===== src/rtl/ps2_host_tx_pkg.sv =====
// Purpose : shared PS/2 constants (command/response bytes, host-tx FSM states).
// Latency : n/a (definitions only).
// Backpr. : n/a.
package ps2_host_tx_pkg;

    // Host-to-device command bytes
    localparam logic [7:0] CMD_RESET    = 8'hFF;
    localparam logic [7:0] CMD_ENABLE   = 8'hF4;
    localparam logic [7:0] CMD_SET_RATE = 8'hF3;

    // Device acknowledge response byte (seen by the receive path)
    localparam logic [7:0] RSP_ACK      = 8'hFA;

    // Host transmit FSM encodings
    localparam logic [2:0] ST_IDLE      = 3'd0;
    localparam logic [2:0] ST_INHIBIT   = 3'd1;
    localparam logic [2:0] ST_REQ       = 3'd2;
    localparam logic [2:0] ST_SHIFT     = 3'd3;
    localparam logic [2:0] ST_ACK       = 3'd4;
    localparam logic [2:0] ST_WAIT_IDLE = 3'd5;

    // PS/2 frames carry odd parity: the parity bit makes the count of ones odd
    function automatic logic odd_parity(input logic [7:0] d);
        return ~^d;
    endfunction

endpackage


===== src/rtl/ps2_line_filter.sv =====
// Purpose : 2-FF synchroniser + FILTER_LEN glitch filter + falling-edge detect for one PS/2 line.
// Latency : pad change to o_fall pulse is 2+FILTER_LEN cycles.
// Backpr. : none; free-running.
// Ports   : i_clk/i_rst (async high), i_pad raw pad input,
//           o_level filtered level, o_fall one-cycle pulse on filtered 1->0.
module ps2_line_filter #(
    parameter int FILTER_LEN = 8
) (
    input  logic i_clk,
    input  logic i_rst,
    input  logic i_pad,
    output logic o_level,
    output logic o_fall
);

    localparam int CNT_W = $clog2(FILTER_LEN + 1);
    localparam logic [CNT_W-1:0] CNT_LAST = CNT_W'(FILTER_LEN - 1);

    logic             r_sync1;
    logic             r_sync2;
    logic             r_level;
    logic             r_level_d;
    logic [CNT_W-1:0] r_cnt;

    // Lines idle high, so everything resets to the released level.
    always_ff @(posedge i_clk or posedge i_rst) begin
        if (i_rst) begin
            r_sync1   <= 1'b1;
            r_sync2   <= 1'b1;
            r_level   <= 1'b1;
            r_level_d <= 1'b1;
            r_cnt     <= '0;
        end else begin
            r_sync1   <= i_pad;
            r_sync2   <= r_sync1;
            r_level_d <= r_level;
            // Count consecutive samples disagreeing with the accepted level;
            // any agreeing sample restarts the count.
            if (r_sync2 != r_level) begin
                if (r_cnt == CNT_LAST) begin
                    r_level <= r_sync2;
                    r_cnt   <= '0;
                end else begin
                    r_cnt <= r_cnt + 1'b1;
                end
            end else begin
                r_cnt <= '0;
            end
        end
    end

    assign o_level = r_level;
    assign o_fall  = r_level_d & ~r_level;

endmodule


===== src/rtl/ps2_host_tx.sv =====
// Purpose : PS/2 host-to-device transmitter: inhibit, request-to-send, shift 8N+P+stop, check ack.
// Latency : INHIBIT_CYCLES+REQ_CYCLES, then one bit per device clock fall; done ~11 device clocks.
// Backpr. : iSend accepted only while oReady; requests while busy are dropped.
// Ports   : iBusClk/iRst, iData/iSend/oReady/oBusy command side, oDone/oAckErr/oTimeout pulses,
//           iPs2Clk/iPs2Data pad inputs, oPs2ClkOe/oPs2DataOe open-drain pull-low enables.
module ps2_host_tx
    import ps2_host_tx_pkg::*;
#(
    parameter int INHIBIT_CYCLES = 10000,
    parameter int REQ_CYCLES     = 2000,
    parameter int TIMEOUT_CYCLES = 1500000,
    parameter int FILTER_LEN     = 8
) (
    input  logic       iBusClk,
    input  logic       iRst,
    input  logic [7:0] iData,
    input  logic       iSend,
    output logic       oReady,
    output logic       oBusy,
    output logic       oDone,
    output logic       oAckErr,
    output logic       oTimeout,
    input  logic       iPs2Clk,
    input  logic       iPs2Data,
    output logic       oPs2ClkOe,
    output logic       oPs2DataOe
);

    localparam int PH_MAX = (INHIBIT_CYCLES > REQ_CYCLES) ? INHIBIT_CYCLES : REQ_CYCLES;
    localparam int PH_W   = $clog2(PH_MAX);
    localparam int TO_W   = $clog2(TIMEOUT_CYCLES + 1);

    localparam logic [PH_W-1:0] INH_LOAD = PH_W'(INHIBIT_CYCLES - 1);
    localparam logic [PH_W-1:0] REQ_LOAD = PH_W'(REQ_CYCLES - 1);
    localparam logic [TO_W-1:0] TO_LOAD  = TO_W'(TIMEOUT_CYCLES);

    logic [2:0]      r_state;
    logic [9:0]      r_shift;
    logic [3:0]      r_bit_cnt;
    logic [PH_W-1:0] r_phase;
    logic [TO_W-1:0] r_to;
    logic            r_ack_bad;
    logic            r_clk_oe;
    logic            r_data_oe;
    logic            r_done;
    logic            r_ack_err;
    logic            r_timeout;

    logic w_clk_lvl;
    logic w_clk_fall;
    logic w_data_lvl;
    logic w_data_fall;
    logic w_dev_phase;
    logic w_to_fire;

    ps2_line_filter #(.FILTER_LEN(FILTER_LEN)) u_clk_filt (
        .i_clk   (iBusClk),
        .i_rst   (iRst),
        .i_pad   (iPs2Clk),
        .o_level (w_clk_lvl),
        .o_fall  (w_clk_fall)
    );

    ps2_line_filter #(.FILTER_LEN(FILTER_LEN)) u_data_filt (
        .i_clk   (iBusClk),
        .i_rst   (iRst),
        .i_pad   (iPs2Data),
        .o_level (w_data_lvl),
        .o_fall  (w_data_fall)
    );

    // Phases in which the device owns the clock and the watchdog runs.
    assign w_dev_phase = (r_state == ST_SHIFT) || (r_state == ST_ACK) ||
                         (r_state == ST_WAIT_IDLE);

    // Fires on the cycle the watchdog would step from 1 to 0 with no edge seen.
    assign w_to_fire = w_dev_phase && !w_clk_fall && (r_to == TO_W'(1));

    // Watchdog: held loaded outside device phases, reloads on each device fall,
    // otherwise counts down and parks at 0.
    always_ff @(posedge iBusClk or posedge iRst) begin
        if (iRst) begin
            r_to <= TO_LOAD;
        end else if (!w_dev_phase || w_clk_fall) begin
            r_to <= TO_LOAD;
        end else if (r_to != '0) begin
            r_to <= r_to - 1'b1;
        end
    end

    always_ff @(posedge iBusClk or posedge iRst) begin
        if (iRst) begin
            r_state   <= ST_IDLE;
            r_shift   <= '0;
            r_bit_cnt <= '0;
            r_phase   <= '0;
            r_ack_bad <= 1'b0;
            r_clk_oe  <= 1'b0;
            r_data_oe <= 1'b0;
            r_done    <= 1'b0;
            r_ack_err <= 1'b0;
            r_timeout <= 1'b0;
        end else begin
            r_done    <= 1'b0;
            r_ack_err <= 1'b0;
            r_timeout <= 1'b0;
            if (w_to_fire) begin
                r_clk_oe  <= 1'b0;
                r_data_oe <= 1'b0;
                r_timeout <= 1'b1;
                r_state   <= ST_IDLE;
            end else begin
                case (r_state)
                    ST_IDLE: begin
                        r_clk_oe  <= 1'b0;
                        r_data_oe <= 1'b0;
                        if (iSend) begin
                            r_shift  <= {1'b1, odd_parity(iData), iData};
                            r_phase  <= INH_LOAD;
                            r_clk_oe <= 1'b1;
                            r_state  <= ST_INHIBIT;
                        end
                    end
                    ST_INHIBIT: begin
                        if (r_phase == '0) begin
                            r_data_oe <= 1'b1;   // start bit
                            r_phase   <= REQ_LOAD;
                            r_state   <= ST_REQ;
                        end else begin
                            r_phase <= r_phase - 1'b1;
                        end
                    end
                    ST_REQ: begin
                        if (r_phase == '0) begin
                            r_clk_oe  <= 1'b0;   // hand the clock to the device
                            r_bit_cnt <= '0;
                            r_state   <= ST_SHIFT;
                        end else begin
                            r_phase <= r_phase - 1'b1;
                        end
                    end
                    ST_SHIFT: begin
                        // Each device fall presents the next frame bit, LSB first.
                        if (w_clk_fall) begin
                            r_data_oe <= ~r_shift[0];
                            r_shift   <= {1'b0, r_shift[9:1]};
                            r_bit_cnt <= r_bit_cnt + 1'b1;
                            if (r_bit_cnt == 4'd9) begin
                                r_state <= ST_ACK;
                            end
                        end
                    end
                    ST_ACK: begin
                        if (w_clk_fall) begin
                            r_ack_bad <= w_data_lvl;
                            r_state   <= ST_WAIT_IDLE;
                        end
                    end
                    ST_WAIT_IDLE: begin
                        if (w_clk_lvl && w_data_lvl) begin
                            r_done    <= ~r_ack_bad;
                            r_ack_err <= r_ack_bad;
                            r_state   <= ST_IDLE;
                        end
                    end
                    default: begin
                        r_clk_oe  <= 1'b0;
                        r_data_oe <= 1'b0;
                        r_state   <= ST_IDLE;
                    end
                endcase
            end
        end
    end

    // The data-line fall pulse is only meaningful to the receive path.
    logic w_unused;
    assign w_unused = w_data_fall;

    assign oReady     = (r_state == ST_IDLE);
    assign oBusy      = ~oReady;
    assign oDone      = r_done;
    assign oAckErr    = r_ack_err;
    assign oTimeout   = r_timeout;
    assign oPs2ClkOe  = r_clk_oe;
    assign oPs2DataOe = r_data_oe;

endmodule


===== config.mk =====
export PLATFORM = sky130hd
export DESIGN_NAME = ps2_host_tx
export DESIGN_NICKNAME = d
export VERILOG_FILES = /design/src/rtl/ps2_host_tx_pkg.sv /design/src/rtl/ps2_line_filter.sv /design/src/rtl/ps2_host_tx.sv
export SDC_FILE = /design/constraint.sdc
export NUM_CORES = 1
export LEC_CHECK = 0
export ABC_AREA = 1
export CAP_MARGIN = 15
export CORE_UTILIZATION = 40
export DETAILED_ROUTE_END_ITERATION = 8
export PLACE_DENSITY = 0.66
export SLEW_MARGIN = 20
export SYNTH_ARGS = -nofsm -noshare
export SYNTH_HDL_FRONTEND = slang
export SYNTH_SLANG_ARGS = --single-unit

===== constraint.sdc =====
create_clock -name iBusClk -period 3 [get_ports iBusClk]
set_clock_uncertainty 0.2 [all_clocks]
set_input_delay 0.6 -clock iBusClk [delete_from_list [all_inputs] [get_ports iBusClk]]
set_output_delay 0.6 -clock iBusClk [all_outputs]
set_load 0.01 [all_outputs]

==> metrics.yaml <==
cts_tree: "done"
fin_nets: 585
crit_fanout: 8
synth_top_area_share_pct: 34.0
tightest_slew_ns: 0.616
rsz0062_at_grt: "no"
first_pass_iters: 4
antennaDiodeCount: 0
ant_nets: 0
coreArea_um2: 9860
p_leak_nw: 2.23
relSlewSlack_pct: 58.6
drv_slew: 0
start_util_pct: 41.7
setup_violations: 0
clkTransAtPathRegs_ns: 0.08
cts_buffers: 9
final_util_pct: 47.3
wl_per_cell_um: 12.1
ys_top_cells_by_area: "dfrtp_1 (34%), nand2_1 (12%), dfstp_2 (11%), inv_1 (6.7%), nor2_1 (6.5%)"
postCtsSetupBuffers: 0
ys_warn_count: 0
hold_buffers: 0
grt.overflow.total: 0
area.sequential_um2: 1850
worstHoldStart: "u_clk_filt.r_sync1"
vias_per_cell: 4.86
syn_inst: 536
dpl.hpwl_um: 6040
drt_iter0_markers: 168
synth-seq-cells: 73
clkLatencyLatePin_ns: 0.36
drive_gt1_share_pct: 9.15
final.setup.tns_ns: 0
synth_edf_count: 0
crit_type: "reg -> out"
startpoint_type: "register"
finalHoldViolCount: 0
fp-row-count: 36
layout_worst_path_cycle_share_pct: 82.3
grt_max_degree: 74
yosys-top-cells-count: "nand2_1 (130), inv_1 (73), nor2_1 (71)"
grt_first_pass_wirelength_um: 14900
cts_resized: 0
die_w_um: 103
ys_seq_area_share_pct: 44.9
outcome: "complete, no violations"
io_pins: 20
synth_cell_type_count: 38
multi_input_area_um2: 1940
syn_nets: 558
synth.most_common_cell: "nand2_1"
timing.rr.start: "r_phase[0]"
synthArstFlopShare_pct: 100
grtUsageTotal_pct: 18.2
area_growth_pct: 13.4
dieArea_um2: 10700
wl_um: 8470
ir_worst_vdd_v: 0.000240
syn_area_per_cell_um2: 7.68
power_density_nw_per_um2: 773
h-tree-depth: 3
remaining_drc_errors: 0
synth_top_cell_by_area: "dfrtp_1"
cap_violations: 0
worst_ep_arrival_time_ns: 1.67
gp_congestion: 0.865
grt_pass1_vias: 3213
nFillCells: 945
cts-root-buf: "clkbuf_8"
fin_crit_ns: 2.47
crit_start: "r_state[1]"
synthFlopType: "dfrtp_1"
die_h_um: 103
synth_area_um2: 4120
clock_path_buffers: 2
io_buffers: 19
antenna_found_initial: 0
vias: 3408
cts.sinks: 73
hold_path_class: "reg -> reg"
critical_path.endpoint_type: "output pin"
cp.required_ns: 2.20
fin_hold_ws_ns: 0.158
max_freq_mhz: 405
final timing paths:
check	endpoint	slack (ns)	depth (start not counted)
min	u_clk_filt.r_sync2	0.16	0
min reg2reg	u_clk_filt.r_sync2	0.16	0
max reg2reg	r_phase[2]	0.54	11
min in group asynchronous	u_clk_filt.r_cnt[0]	0.44	3
max	oReady	0.53	4
max in group asynchronous	r_to[9]	1.83	3
critical path: stages, from the launching register on:
cell and delay, ns:
dfrtp_1 0.47, nor2_1 0.13, nand2_1 0.09, inv_1 0.09
clkdlybuf4s50_1 0.53
metal layers:
metal | part of all wire [%] | wire (um) | global-route usage, %
met5 | 0 | 0 | 0
met2 | 45 | 3810 | 26.5
met1 | 51 | 4310 | 26.2
met4 | 1.3 | 108 | 8.45
met3 | 2.8 | 240 | 3.02
placed cells by master, fill, tap and decap left out, types with 2 or more instances in the layout:
master,Yosys,layout
a21oi_1,11,11
xnor2_1,14,14
ha_1,9,9
nor3_1,11,11
inv_1,73,72
or2_2,4,4
clkinvlp_4,0,4
clkdlybuf4s50_1,0,19
nand2_1,130,130
dfrtp_1,56,56
o21ai_0,28,28
clkbuf_8,0,9
nand3b_1,6,6
o211ai_1,10,10
dfstp_2,17,17
nor4_1,2,2
buf_4,0,2
a31oi_1,5,5
xor2_1,12,12
nor2_1,71,71
inv_2,3,4
nand4_1,4,4
nand4_2,2,2
nand3_1,40,40
nor2_2,2,2
o21bai_1,3,3
o21ai_1,4,4
a21boi_0,2,2
kinds of logic after synthesis:
family | count (synthesis) | synth area share, %
DFF | 73 | 44.9
AOI/OAI and AO/OA | 67 | 9.64
buffers and inverters | 83 | 7.87
muxes | 1 | 0.274
adders and majority gates | 9 | 2.74
xor gates and xnor gates | 26 | 5.53
and+or+nand+nor | 277 | 29.1
layout make-up:
cell class	count	share of cell area, %
clock buffers	10	2.73
clock inverters	6	1.47
multi-input cells	380	41.6
repair buffers	22	4.82
well taps	133	3.56
flip-flops and latches	73	39.6
inverters	77	6.19
metrics by stage:
step / instance area [um2] / power (mW) / setup slack (ns) / instances
6_report: 4670 / 3.61 / 0.530 / 701
5_1_grt: 4670 / 3.95 / 0.220 / 701
4_1_cts: 4670 / 3.63 / 0.505 / 701
3_5_place_dp: 4470 / 2.84 / 0.563 / 685
3_3_place_gp: 4470 / 2.79 / 0.669 / 685
2_1_floorplan: 4120 / 2.47 / 0.375 / 536
power by group:
part / switching (mW) / total, mW / internal [mW] / leakage, nW
logic: 0.935 / 1.43 / 0.496 / 1.25
clock network: 0.398 / 0.784 / 0.385 / 0.0847
registers: 0.172 / 1.39 / 1.22 / 0.894
registers in the layout (all words and copies together) (netlist names):
register,count
oAckErr,1
oDone,1
oPs2ClkOe,1
oPs2DataOe,1
oTimeout,1
r_ack_bad,1
r_bit_cnt,4
r_phase,14
r_shift,10
r_state,3
r_to,21
u_clk_filt.o_level,1
u_clk_filt.r_cnt,4
u_clk_filt.r_level_d,1
u_clk_filt.r_sync1,1
u_clk_filt.r_sync2,1
u_data_filt.o_level,1
u_data_filt.r_cnt,4
u_data_filt.r_sync1,1
u_data_filt.r_sync2,1
Power figures use the tool's default switching activity.
